$ cat src/rtl/psw_ctx_stack_if.sv
// SFR-bus, ALU-flag and context-stack signals of the PSW block.
// The master drives the requests; the slave (the PSW) returns its status.
interface psw_ctx_stack_if #(
   parameter int ACC_WIDTH = 8,
   parameter int CTX_DEPTH = 4
);
   localparam int LW = $clog2(CTX_DEPTH + 1);

   logic                 carry_in;
   logic                 aux_carry_in;
   logic                 overflow_in;
   logic [1:0]           flag_set;
   logic [7:0]           data_in;
   logic                 bit_in;
   logic [7:0]           addr;
   logic                 write_en;
   logic                 write_bit_en;
   logic [ACC_WIDTH-1:0] acc_in;
   logic                 ctx_push;
   logic                 ctx_pop;
   logic                 err_clr;
   logic [7:0]           psw_data;
   logic [1:0]           bank_sel;
   logic [LW-1:0]        ctx_level;
   logic                 ctx_full;
   logic                 ctx_empty;
   logic                 ctx_ovf;
   logic                 ctx_unf;

   modport master (
      output carry_in, aux_carry_in, overflow_in, flag_set, data_in, bit_in,
             addr, write_en, write_bit_en, acc_in, ctx_push, ctx_pop, err_clr,
      input  psw_data, bank_sel, ctx_level, ctx_full, ctx_empty, ctx_ovf, ctx_unf
   );

   modport slave (
      input  carry_in, aux_carry_in, overflow_in, flag_set, data_in, bit_in,
             addr, write_en, write_bit_en, acc_in, ctx_push, ctx_pop, err_clr,
      output psw_data, bank_sel, ctx_level, ctx_full, ctx_empty, ctx_ovf, ctx_unf
   );
endinterface

$ cat src/rtl/psw_ctx_stack.sv
// 8051 program status word with a hardware context stack that saves the PSW on
// interrupt entry and restores it on RETI; parity always tracks the accumulator.
module psw_ctx_stack #(
   parameter int         ACC_WIDTH = 8,
   parameter int         CTX_DEPTH = 4,
   parameter logic [7:0] SFR_ADDR  = 8'hD0
) (
   input  logic           clock,
   input  logic           reset,
   psw_ctx_stack_if.slave bus
);
   localparam int LW = $clog2(CTX_DEPTH + 1);

   function automatic logic parity(input logic [ACC_WIDTH-1:0] v);
      return ^v;
   endfunction

   logic [7:0]    psw_q, psw_d;
   logic [LW-1:0] level_q, level_d;
   logic [7:0]    stack_q [CTX_DEPTH];
   logic [7:0]    stack_d [CTX_DEPTH];
   logic          ovf_q, ovf_d;
   logic          unf_q, unf_d;

   logic       full, empty, push_req, do_push, do_pop, do_swap, ovf_evt, unf_evt;
   logic       byte_hit, bit_hit;
   logic [7:0] top;

   always_comb begin
      full     = (level_q == LW'(CTX_DEPTH));
      empty    = (level_q == '0);
      // A swap on an empty stack degenerates to a plain push.
      push_req = bus.ctx_push & (~bus.ctx_pop | empty);
      do_push  = push_req & ~full;
      ovf_evt  = push_req & full;
      do_pop   = bus.ctx_pop & ~bus.ctx_push & ~empty;
      unf_evt  = bus.ctx_pop & ~bus.ctx_push & empty;
      do_swap  = bus.ctx_pop & bus.ctx_push & ~empty;
      byte_hit = bus.write_en & ~bus.write_bit_en & (bus.addr == SFR_ADDR);
      bit_hit  = bus.write_en & bus.write_bit_en & (bus.addr[7:3] == SFR_ADDR[7:3]);

      top = '0;
      for (int i = 0; i < CTX_DEPTH; i++) begin
         if (LW'(i) == level_q - 1'b1) top = stack_q[i];
      end

      psw_d   = psw_q;
      level_d = level_q;
      stack_d = stack_q;

      if (do_pop | do_swap) begin
         psw_d = top;
      end else if (byte_hit) begin
         psw_d = bus.data_in;
      end else if (bit_hit) begin
         if (bus.addr[2:0] != 3'd0) psw_d[bus.addr[2:0]] = bus.bit_in;
      end else begin
         case (bus.flag_set)
            2'b01: psw_d[7] = bus.carry_in;
            2'b10: begin
               psw_d[7] = bus.carry_in;
               psw_d[2] = bus.overflow_in;
            end
            2'b11: begin
               psw_d[7] = bus.carry_in;
               psw_d[6] = bus.aux_carry_in;
               psw_d[2] = bus.overflow_in;
            end
            default: ;
         endcase
      end
      psw_d[0] = parity(bus.acc_in);

      // The stack always captures the PSW as it was before this edge.
      for (int i = 0; i < CTX_DEPTH; i++) begin
         if (do_push && LW'(i) == level_q) stack_d[i] = psw_q;
         if (do_swap && LW'(i) == level_q - 1'b1) stack_d[i] = psw_q;
      end

      if (do_push) level_d = level_q + 1'b1;
      else if (do_pop) level_d = level_q - 1'b1;

      ovf_d = ovf_evt | (ovf_q & ~bus.err_clr);
      unf_d = unf_evt | (unf_q & ~bus.err_clr);
   end

   always_ff @(posedge clock) begin
      if (!reset) begin
         psw_q   <= '0;
         level_q <= '0;
         ovf_q   <= 1'b0;
         unf_q   <= 1'b0;
         for (int i = 0; i < CTX_DEPTH; i++) stack_q[i] <= '0;
      end else begin
         psw_q   <= psw_d;
         level_q <= level_d;
         ovf_q   <= ovf_d;
         unf_q   <= unf_d;
         stack_q <= stack_d;
      end
   end

   assign bus.psw_data  = psw_q;
   assign bus.bank_sel  = psw_q[4:3];
   assign bus.ctx_level = level_q;
   assign bus.ctx_full  = (level_q == LW'(CTX_DEPTH));
   assign bus.ctx_empty = (level_q == '0);
   assign bus.ctx_ovf   = ovf_q;
   assign bus.ctx_unf   = unf_q;
endmodule
$ cat src/flat_wrapper.sv
// flat-port wrapper written by rule: the top's interface ports become plain ports
module psw_ctx_stack_flat 
#(
   parameter int         ACC_WIDTH = 8,
   parameter int         CTX_DEPTH = 4,
   parameter logic [7:0] SFR_ADDR  = 8'hD0
)
  (clock, reset, bus_carry_in, bus_aux_carry_in, bus_overflow_in, bus_flag_set, bus_data_in, bus_bit_in, bus_addr, bus_write_en, bus_write_bit_en, bus_acc_in, bus_ctx_push, bus_ctx_pop, bus_err_clr, bus_psw_data, bus_bank_sel, bus_ctx_level, bus_ctx_full, bus_ctx_empty, bus_ctx_ovf, bus_ctx_unf);
  psw_ctx_stack_if #(.ACC_WIDTH(ACC_WIDTH), .CTX_DEPTH(CTX_DEPTH)) bus_i ();
  input  logic clock;
  input  logic reset;
  input wire logic [$bits(bus_i.carry_in)-1:0] bus_carry_in;
  input wire logic [$bits(bus_i.aux_carry_in)-1:0] bus_aux_carry_in;
  input wire logic [$bits(bus_i.overflow_in)-1:0] bus_overflow_in;
  input wire logic [$bits(bus_i.flag_set)-1:0] bus_flag_set;
  input wire logic [$bits(bus_i.data_in)-1:0] bus_data_in;
  input wire logic [$bits(bus_i.bit_in)-1:0] bus_bit_in;
  input wire logic [$bits(bus_i.addr)-1:0] bus_addr;
  input wire logic [$bits(bus_i.write_en)-1:0] bus_write_en;
  input wire logic [$bits(bus_i.write_bit_en)-1:0] bus_write_bit_en;
  input wire logic [$bits(bus_i.acc_in)-1:0] bus_acc_in;
  input wire logic [$bits(bus_i.ctx_push)-1:0] bus_ctx_push;
  input wire logic [$bits(bus_i.ctx_pop)-1:0] bus_ctx_pop;
  input wire logic [$bits(bus_i.err_clr)-1:0] bus_err_clr;
  output wire logic [$bits(bus_i.psw_data)-1:0] bus_psw_data;
  output wire logic [$bits(bus_i.bank_sel)-1:0] bus_bank_sel;
  output wire logic [$bits(bus_i.ctx_level)-1:0] bus_ctx_level;
  output wire logic [$bits(bus_i.ctx_full)-1:0] bus_ctx_full;
  output wire logic [$bits(bus_i.ctx_empty)-1:0] bus_ctx_empty;
  output wire logic [$bits(bus_i.ctx_ovf)-1:0] bus_ctx_ovf;
  output wire logic [$bits(bus_i.ctx_unf)-1:0] bus_ctx_unf;
  assign bus_i.carry_in = bus_carry_in;
  assign bus_i.aux_carry_in = bus_aux_carry_in;
  assign bus_i.overflow_in = bus_overflow_in;
  assign bus_i.flag_set = bus_flag_set;
  assign bus_i.data_in = bus_data_in;
  assign bus_i.bit_in = bus_bit_in;
  assign bus_i.addr = bus_addr;
  assign bus_i.write_en = bus_write_en;
  assign bus_i.write_bit_en = bus_write_bit_en;
  assign bus_i.acc_in = bus_acc_in;
  assign bus_i.ctx_push = bus_ctx_push;
  assign bus_i.ctx_pop = bus_ctx_pop;
  assign bus_i.err_clr = bus_err_clr;
  assign bus_psw_data = bus_i.psw_data;
  assign bus_bank_sel = bus_i.bank_sel;
  assign bus_ctx_level = bus_i.ctx_level;
  assign bus_ctx_full = bus_i.ctx_full;
  assign bus_ctx_empty = bus_i.ctx_empty;
  assign bus_ctx_ovf = bus_i.ctx_ovf;
  assign bus_ctx_unf = bus_i.ctx_unf;
  psw_ctx_stack #(.ACC_WIDTH(ACC_WIDTH), .CTX_DEPTH(CTX_DEPTH), .SFR_ADDR(SFR_ADDR)) u_core (.clock(clock), .reset(reset), .bus(bus_i));
endmodule
$ cat config.mk
export PLATFORM = sky130hd
export DESIGN_NAME = psw_ctx_stack_flat
export DESIGN_NICKNAME = d
export VERILOG_FILES = /design/src/rtl/psw_ctx_stack_if.sv /design/src/rtl/psw_ctx_stack.sv /design/src/flat_wrapper.sv
export SDC_FILE = /design/constraint.sdc
export NUM_CORES = 1
export LEC_CHECK = 0
export BUFFER_PORTS_ARGS = -buffer_cell sky130_fd_sc_hd__buf_2
export CORE_ASPECT_RATIO = 0.9
export CORE_UTILIZATION = 55
export CTS_BUF_LIST = sky130_fd_sc_hd__clkbuf_8
export DETAILED_ROUTE_END_ITERATION = 10
export GPL_TIMING_DRIVEN = 0
export PLACE_DENSITY = 0.8
export SLEW_MARGIN = 20
export SYNTH_ARGS = -nofsm -noshare
export SYNTH_HDL_FRONTEND = slang
export SYNTH_SLANG_ARGS = --single-unit
$ cat constraint.sdc
create_clock -name clock -period 4.8 [get_ports clock]
set_input_delay 0.24 -clock clock [delete_from_list [all_inputs] [get_ports clock]]
set_output_delay 0.24 -clock clock [all_outputs]
set_load 0.02 [all_outputs]
==> results of run 1 <==
==> routing by layer <==
metal | up-vias | share of wire [%]
met1 | 1230 | 45
met5 | - | 0
met2 | 130 | 47
met4 | 0 | 1.1
met3 | 12 | 7.7
li1 | 1278 | -
==> cell type report <==
class                           count  area (um^2)  share of cell area, %
Clock inverter                      3         46.3                   1.54
Multi-Input combinational cell    248         1600                   53.2
Timing Repair Buffer               50          250                   8.32
Inverter                           11         41.3                   1.37
Tap cell                           62         77.6                   2.58
Buffer                             22          104                   3.45
Sequential cell                    41          821                   27.3
Clock buffer                        5         68.8                   2.29
==> how the worst min path moves through the flow <==
stage,start,end,slack [ps],depth (start not counted)
after global placement,u_core.stack_q[4]$_SDFFE_PN0P_,u_core.stack_q[4]$_SDFFE_PN0P_,440,2
after CTS,bus_overflow_in,u_core.bus.psw_data[2]$_SDFFE_PN0P_,200,3
after global routing,bus_overflow_in,u_core.bus.psw_data[2]$_SDFFE_PN0P_,210,3
after floorplan,bus_overflow_in,u_core.bus.psw_data[2]$_SDFFE_PN0P_,390,2
final,bus_overflow_in,u_core.bus.psw_data[2]$_SDFFE_PN0P_,210,3
after detailed placement,u_core.stack_q[2]$_SDFFE_PN0P_,u_core.stack_q[2]$_SDFFE_PN0P_,450,2
==> critical path: cells and delay by family (launching register included) <==
kind / cells / cell delay [ps]
adders and majority gates: 1 / 230
buffers and inverters: 2 / 400
AOI/OAI and AO/OA: 2 / 360
DFF: 1 / 360
and+or+nand+nor: 3 / 790
==> cell usage after synthesis (6+ instances only) <==
cell	count	area [um^2]
sky130_fd_sc_hd__xnor2_1	8	70.1
sky130_fd_sc_hd__dfxtp_1	41	821
sky130_fd_sc_hd__a21oi_1	26	130
sky130_fd_sc_hd__ha_1	6	75.1
sky130_fd_sc_hd__inv_1	7	26.3
sky130_fd_sc_hd__mux2i_1	22	220
sky130_fd_sc_hd__nor2b_1	12	75.1
sky130_fd_sc_hd__clkbuf_1	14	52.6
sky130_fd_sc_hd__nor2_1	18	67.6
sky130_fd_sc_hd__o21ai_0	9	45.0
sky130_fd_sc_hd__nand2_1	44	165
sky130_fd_sc_hd__nor3_1	6	30.0
sky130_fd_sc_hd__nand3_1	21	105
==> flip-flops by register name (all words and copies together) (netlist names) <==
register / count
u_core.bus.psw_data: 8
u_core.bus.ctx_level: 3
u_core.bus.ctx_unf: 1
u_core.bus.ctx_ovf: 1
u_core.stack_q: 28
==> layout by cell type (no fill, tap or decap), types with 3 or more instances in the layout <==
cell type,netlist,routed
sky130_fd_sc_hd__o21ai_1,3,3
sky130_fd_sc_hd__buf_2,5,55
sky130_fd_sc_hd__nand4_1,3,3
sky130_fd_sc_hd__clkbuf_8,0,5
sky130_fd_sc_hd__o211ai_1,3,3
sky130_fd_sc_hd__a21oi_1,26,26
sky130_fd_sc_hd__ha_1,6,6
sky130_fd_sc_hd__inv_2,4,4
sky130_fd_sc_hd__inv_1,7,7
sky130_fd_sc_hd__and4_1,3,3
sky130_fd_sc_hd__nor2_1,18,18
sky130_fd_sc_hd__nand3_1,21,21
sky130_fd_sc_hd__clkbuf_1,14,14
sky130_fd_sc_hd__a31oi_1,4,4
sky130_fd_sc_hd__a32oi_1,4,4
sky130_fd_sc_hd__nand2_1,44,44
sky130_fd_sc_hd__o21ai_0,9,9
sky130_fd_sc_hd__nor2b_1,12,12
sky130_fd_sc_hd__nand3b_1,4,4
sky130_fd_sc_hd__o21a_1,4,4
sky130_fd_sc_hd__xnor2_1,8,8
sky130_fd_sc_hd__nor3_1,6,6
sky130_fd_sc_hd__dfxtp_1,41,41
sky130_fd_sc_hd__nand2b_1,4,4
sky130_fd_sc_hd__mux2i_1,22,22
==> stage by stage <==
stage / power [W] / setup WS, ps / utilization, % / instances
4_1_cts: 0.00132 / 2630 / 67.4 / 442
6_report: 0.00133 / 2540 / 67.4 / 442
5_1_grt: 0.00140 / 2440 / 67.4 / 442
3_5_place_dp: 0.00104 / 2660 / 64.9 / 434
2_1_floorplan: 0.000860 / 2880 / - / 322
3_3_place_gp: 0.00103 / 2680 / 64.9 / 434
==> logic make-up after synthesis <==
kind of cell / synth area share, %
XOR/XNOR: 3.41
buffers and inverters: 5.66
adder cells (fa/ha/maj): 2.93
flip-flops: 32.0
AO/OA/AOI/OAI: 20.7
AND/OR/NAND/NOR: 26.7
multiplexers: 8.59
==> power breakdown <==
group / leakage (nW) / switching [W] / total [W] / internal [W]
Sequential: 0.333 / 0.0000490 / 0.000428 / 0.000379
Combinational: 0.823 / 0.000391 / 0.000614 / 0.000223
Clock: 0.0543 / 0.000133 / 0.000289 / 0.000156
Total: 1.21 / 0.000573 / 0.00133 / 0.000758
==> results summary, run 1 <==
The max-slew violation count is 0. The count of hold-fix buffers inserted at cts is 0. The clock reaches the later pin of the worst-skew pair after 300 ps. The sequential element share of the synthesized area came out at 32.0%. Derived from the worst setup path, the maximum achievable clock frequency is 0.443 GHz. Counting stages on the worst path, the most repeated cell is sky130_fd_sc_hd__nand2_1. The worst setup path is of the register to register kind.

The repair_antennas step left the layout with diodes totalling 0. For this run, design rule violations remaining after detail routing come to 0. The number of buffers inserted during clock tree synthesis is 5. In this run the most used layer during global routing was met2.

The antenna violation net count after detailed routing came out at 0. The first-pass GRT wire length came out at 11.1 mm. The first-pass iteration count of the detailed router came out at 5. Setup repair after global routing left no endpoint under its margin. The actual transition at the worst max-transition pin came out at 606 ps.

The pin count of the biggest net entering global routing came out at 15. The setup total negative slack came out at 0 ps. The register clock-pin slew on the reported worst setup and hold paths is 90 ps. The met1 capacity usage during global routing came out at 41.2%. The met3 demand-to-capacity share in global routing is 5.14%.

In the routed layout, each cell is associated on average with a via count of 6.00. The routed wirelength normalized by instance count is 16.0 um. The clock skew is 9.43 ps. Traced cell by cell, the critical path runs through inv_1 > ha_1 > buf_2 > and4_1 > a21o_1 > nand2_1 > nand2_1 > a21oi_1. The end point of the critical path is u_core.stack_q[6]$_SDFFE_PN0P_. The required time at the worst-slack endpoint came out at 4980 ps. The tree is rooted in a sky130_fd_sc_hd__clkbuf_8.

The filler cell count in the final layout is 411. The endpoint identified for the worst register-to-register timing path is u_core.stack_q[6]$_SDFFE_PN0P_. The half-perimeter wire length of the detailed placement result came out at 5.15 mm. The number of standard cells after synthesis came out at 322.

The startpoint of the worst register-to-register path is u_core.bus.ctx_level[1]$_SDFFE_PN0P_. The number of enable-type register cells in the synthesized netlist is 0. The area added between synthesis and finish came out at 17.3%. The number of global-route vias before repair is 2304. The leakage power summed over all cells came out at 1.21 nW. In this run the core area contains 23 standard-cell rows. The vertical die dimension came out at 66.8 um. The total of flip-flops plus latches after synthesis came out at 41. The run finished with clean final reports.

STA classifies the critical path startpoint as a register. Summed over all layers, the routed wires come to 7.06 mm. The number of ports placed on the die boundary came out at 54. The last weighted congestion value of the routability-driven placer is 0.894. On the final layout, the worst hold slack is 206 ps. The area of the mapped netlist came out at 2560 um^2. The clock sink count came out at 41. The tightest slew margin relative to the limit came out at 59.6%.

The placed standard-cell area came out at 2890 um^2. The beginning of the critical path is u_core.bus.ctx_level[1]$_SDFFE_PN0P_. The net count of the mapped netlist is 365. The worst-case register-to-register setup slack came out at 2540 ps. In the final layout, the share of cells above drive strength 1 is 20.3%.

The met2 usage is 46.5%. The type of destination of the critical path is a register. The data arrival at the endpoint of the critical path came out at 2440 ps. The largest fanout on the critical path came out at 10.

The final instance area is 3010 um^2. The DRC violation total after the first TritonRoute iteration is 275. In this run the post-CTS setup repair buffer count came out at 0. Yosys printed 0 warnings.

The depth of the worst register-to-register path came out at 8. The maximum clock insertion buffer count came out at 2. For this design, the slowest cell found on the critical path is sky130_fd_sc_hd__and4_1.

Counting distinct cell types in the post-synthesis netlist gives 59. TritonCTS built the clock tree. The starting density of the core came out at 57.5%. Across the VDD grid, the largest voltage drop is 272 uV. The number of violations of the max-capacitance limit came out at 0.

The total global routing track utilization came out at 29.6%. The number of antenna violations at the first check in global routing came out at 0. Subtracting the final worst setup slack from the clock period gives 2260 ps. The floorplan step defined a die boundary enclosing 4940 um^2. The horizontal extent of the die came out at 74.0 um.

The ratio of total power to cell area is 442 nW/um^2. The mean post-synth cell area is 7.97 um^2. The number of gates resized after cts is 0. The number of buffer cells added on primary ports is 50. The share of synthesized registers carrying an async set or reset came out at 0%. The number of hold violations in the final report came out at 0. For this run, the slowest stage of the critical path takes 380 ps. The final critical path takes up 47.0% of the cycle. The number of setup violations in the final report came out at 0. The routed layout has 2650 vias.

The global route total overflow is 0. The area of the core came out at 4460 um^2. The number of levels the H-tree was split into came out at 2. After the last flow step, the layout net total stands at 422. The classification of the worst-slack hold path is primary input to register. The primary flip-flop cell chosen by synthesis mapping is sky130_fd_sc_hd__dfxtp_1.
Power figures use the tool's default switching activity.
==> inputs of run 2 (changes only) <==
- clock period: 4.8 -> 2.24 ns (I/O delays scaled with it)
==> results summary, run 2 (same netlist as run 1, synthesis figures left out) <==
The routed wirelength normalized by instance count is 16.1 um. The sequential cells in the finished layout cover a total of 821 um^2. The top cell types in the final layout, fill and taps aside, are sky130_fd_sc_hd__buf_2, sky130_fd_sc_hd__nand2_1, sky130_fd_sc_hd__dfxtp_1, sky130_fd_sc_hd__a21oi_1, sky130_fd_sc_hd__mux2i_1. After routing the design area is 3020 um^2. Walking the worst path, the cells encountered are inv_1 > ha_1 > nand2b_2 > inv_2 > nor2_1 > buf_2 > a211oi_1 > a221oi_1 > a31oi_1. The horizontal extent of the die came out at 74.0 um. The placed standard-cell area came out at 2890 um^2. The filler cell count in the final layout is 406. The terminating pin of the worst hold path is u_core.bus.psw_data[2]$_SDFFE_PN0P_.

The flip-flop count of the largest register after layout came out at 28. The first global-routing pass estimated 11.1 mm of wire. The shortest period the worst path allows came out at 2130 ps.

The required time at the worst-slack endpoint came out at 2410 ps. The depth of the worst register-to-register path is 9. The tightest slew margin relative to the limit is 60.0%. The number of placement rows is 23.

The half-perimeter wire length of the detailed placement result came out at 5.15 mm. For this block, the routed nets add up to 7.10 mm of wire. The number of buffers inserted during clock tree synthesis is 5. The count of nets after finishing is 422. The last weighted congestion value of the routability-driven placer is 0.894.

The clock reaches the later pin of the worst-skew pair after 300 ps. The actual transition at the worst max-transition pin is 600 ps. The max-slew violation count was 0. The routed layout has 2649 vias. The number of setup violations in the final report came out at 0.

In this run the vertical extent of the chip is 66.8 um. The number of antenna violations at the first check in global routing was 0. The register with the highest flop count is u_core.stack_q.

The repair_antennas step left the layout with diodes totalling 0. The worst hold path begins at bus_overflow_in. Dividing the final minimum period by the clock period gives 95.0%. The ratio of cells with drive above 1 in the final layout is 21.3%. The starting density of the core came out at 57.5%. The data arrival at the endpoint of the critical path is 2300 ps. The leading cell type in the layout, fill and taps excluded is sky130_fd_sc_hd__buf_2. The worst setup path is launched from a register. The largest single stage delay on the critical path is 430 ps.

54 I/O pins were placed. The count of unresolved DRC violations after routing came out at 0. On the final layout, the worst hold slack is 77.1 ps. The cell at the slowest stage of the critical path is sky130_fd_sc_hd__dfxtp_1. The classification of the worst setup path is register to register. STA classifies the critical path endpoint as a register. The largest fanout on the critical path is 10. The first-pass iteration count of the detailed router came out at 5. The total overflow left after global routing is 0. Summing all multi-input logic gate instances after layout gives 1610 um^2. The number of violations of the max-capacitance limit came out at 0. TritonCTS built the clock tree. The flow ran to the end, and the final reports show no timing, DRC or antenna violations. Adding up every negative setup slack in the final design gives 0 ps. Timing would allow up to 0.470 GHz. In this run the remaining antenna-violating nets after routing total 0. The number of buffer cells added on primary ports is 50. The pin count of the biggest net entering global routing came out at 15. Dividing the detail-routed via count by the number of cells gives 5.99. The worst hold path stage count came out at 3. After clock tree synthesis, the clock-pin slew on the worst setup and hold paths is 90 ps.

Across all register-to-register paths, the minimum setup slack is 110 ps. The analysis attributes to cell leakage a power of 1.21 nW. In this run the critical register-to-register path is launched from u_core.bus.ctx_level[0]$_SDFFE_PN0P_. The total global routing track utilization is 29.6%. The number of levels the H-tree was split into came out at 2. The area enclosed by the die boundary is 4940 um^2.

The area of the core is 4460 um^2. The worst voltage drop across the vdd grid is 562 uV. After the first detailed-routing iteration, the DRC count stood at 208. The number of hold violations in the final report was 0.

The clock skew came out at 8.60 ps. Setup repair after global routing left no endpoint under its margin. The buffers inserted during post-CTS setup optimization is 0. The worst hold path belongs to the class primary input to register.

Clock tree synthesis selected as its root buffer the cell sky130_fd_sc_hd__clkbuf_8. The clock net in this run drives a total of 41 sinks. In this run the critical register-to-register path is captured at u_core.bus.psw_data[2]$_SDFFE_PN0P_.

The number of global-route vias before repair is 2304. The ratio of total power to cell area is 949 nW/um^2. The maximum clock insertion buffer count came out at 2. Compared with the post-synthesis result, the final layout area differs by 17.9%.
==> run 2: per-layer routing <==
layer	vias to the layer above	track usage [%]	share of wire (%)
met5	-	0	0
met4	0	8.65	1.0
met3	10	5.14	8.8
met2	133	46.5	47
met1	1234	41.2	43
li1	1272	-	-
==> run 2: worst max-delay path, delay by kind of cell, from the launching register on <==
kind | cells | cell delay, ps
AO/OA/AOI/OAI | 3 | 550
flip-flops | 1 | 430
buffers and inverters | 3 | 430
AND/OR/NAND/NOR | 2 | 340
adder cells (fa/ha/maj) | 1 | 250
==> run 2: metrics by stage <==
| step | cells | util (%) | worst slack, ps | power (W) |
|---|---|---|---|---|
| after global routing | 442 | 67.8 | 2.77 | 0.00302 |
| final | 442 | 67.8 | 112 | 0.00287 |
| after global placement | 434 | 64.9 | 119 | 0.00220 |
| after CTS | 442 | 67.4 | 65.5 | 0.00283 |
| after detailed placement | 434 | 64.9 | 97.8 | 0.00222 |
| after floorplan | 322 | - | 323 | 0.00184 |
==> run 2: what timing repair did <==
action / 4_1_cts / 5_1_grt
setup endpoints to repair: 0 / 12
hold endpoints to repair: 0 / 0
resized for setup: 0 / 6
hold buffers: 0 / 0
==> run 2: final cells by class <==
cell class,count,share of cell area [%]
buffer,22,3.48
clock buffer,5,2.28
clock inverter,3,1.53
inverter,11,1.37
multi-input combinational,248,53.4
sequential,41,27.2
tap,62,2.57
timing repair buffer,50,8.28
==> run 2: worst max path at each step <==
stage | slack, ps | end | startpoint
5_1_grt | 3 | u_core.stack_q[25]$_SDFFE_PN0P_ | u_core.bus.ctx_level[1]$_SDFFE_PN0P_
3_3_place_gp | 120 | u_core.stack_q[2]$_SDFFE_PN0P_ | u_core.bus.ctx_level[1]$_SDFFE_PN0P_
2_1_floorplan | 320 | u_core.stack_q[2]$_SDFFE_PN0P_ | u_core.bus.ctx_level[0]$_SDFFE_PN0P_
6_report | 110 | u_core.bus.psw_data[2]$_SDFFE_PN0P_ | u_core.bus.ctx_level[0]$_SDFFE_PN0P_
4_1_cts | 70 | u_core.stack_q[6]$_SDFFE_PN0P_ | u_core.bus.ctx_level[1]$_SDFFE_PN0P_
3_5_place_dp | 100 | u_core.stack_q[6]$_SDFFE_PN0P_ | u_core.bus.ctx_level[1]$_SDFFE_PN0P_
==> run 2: power breakdown <==
part           switching, W  internal, W
logic              0.000841     0.000488
registers          0.000106     0.000812
clock network      0.000286     0.000334
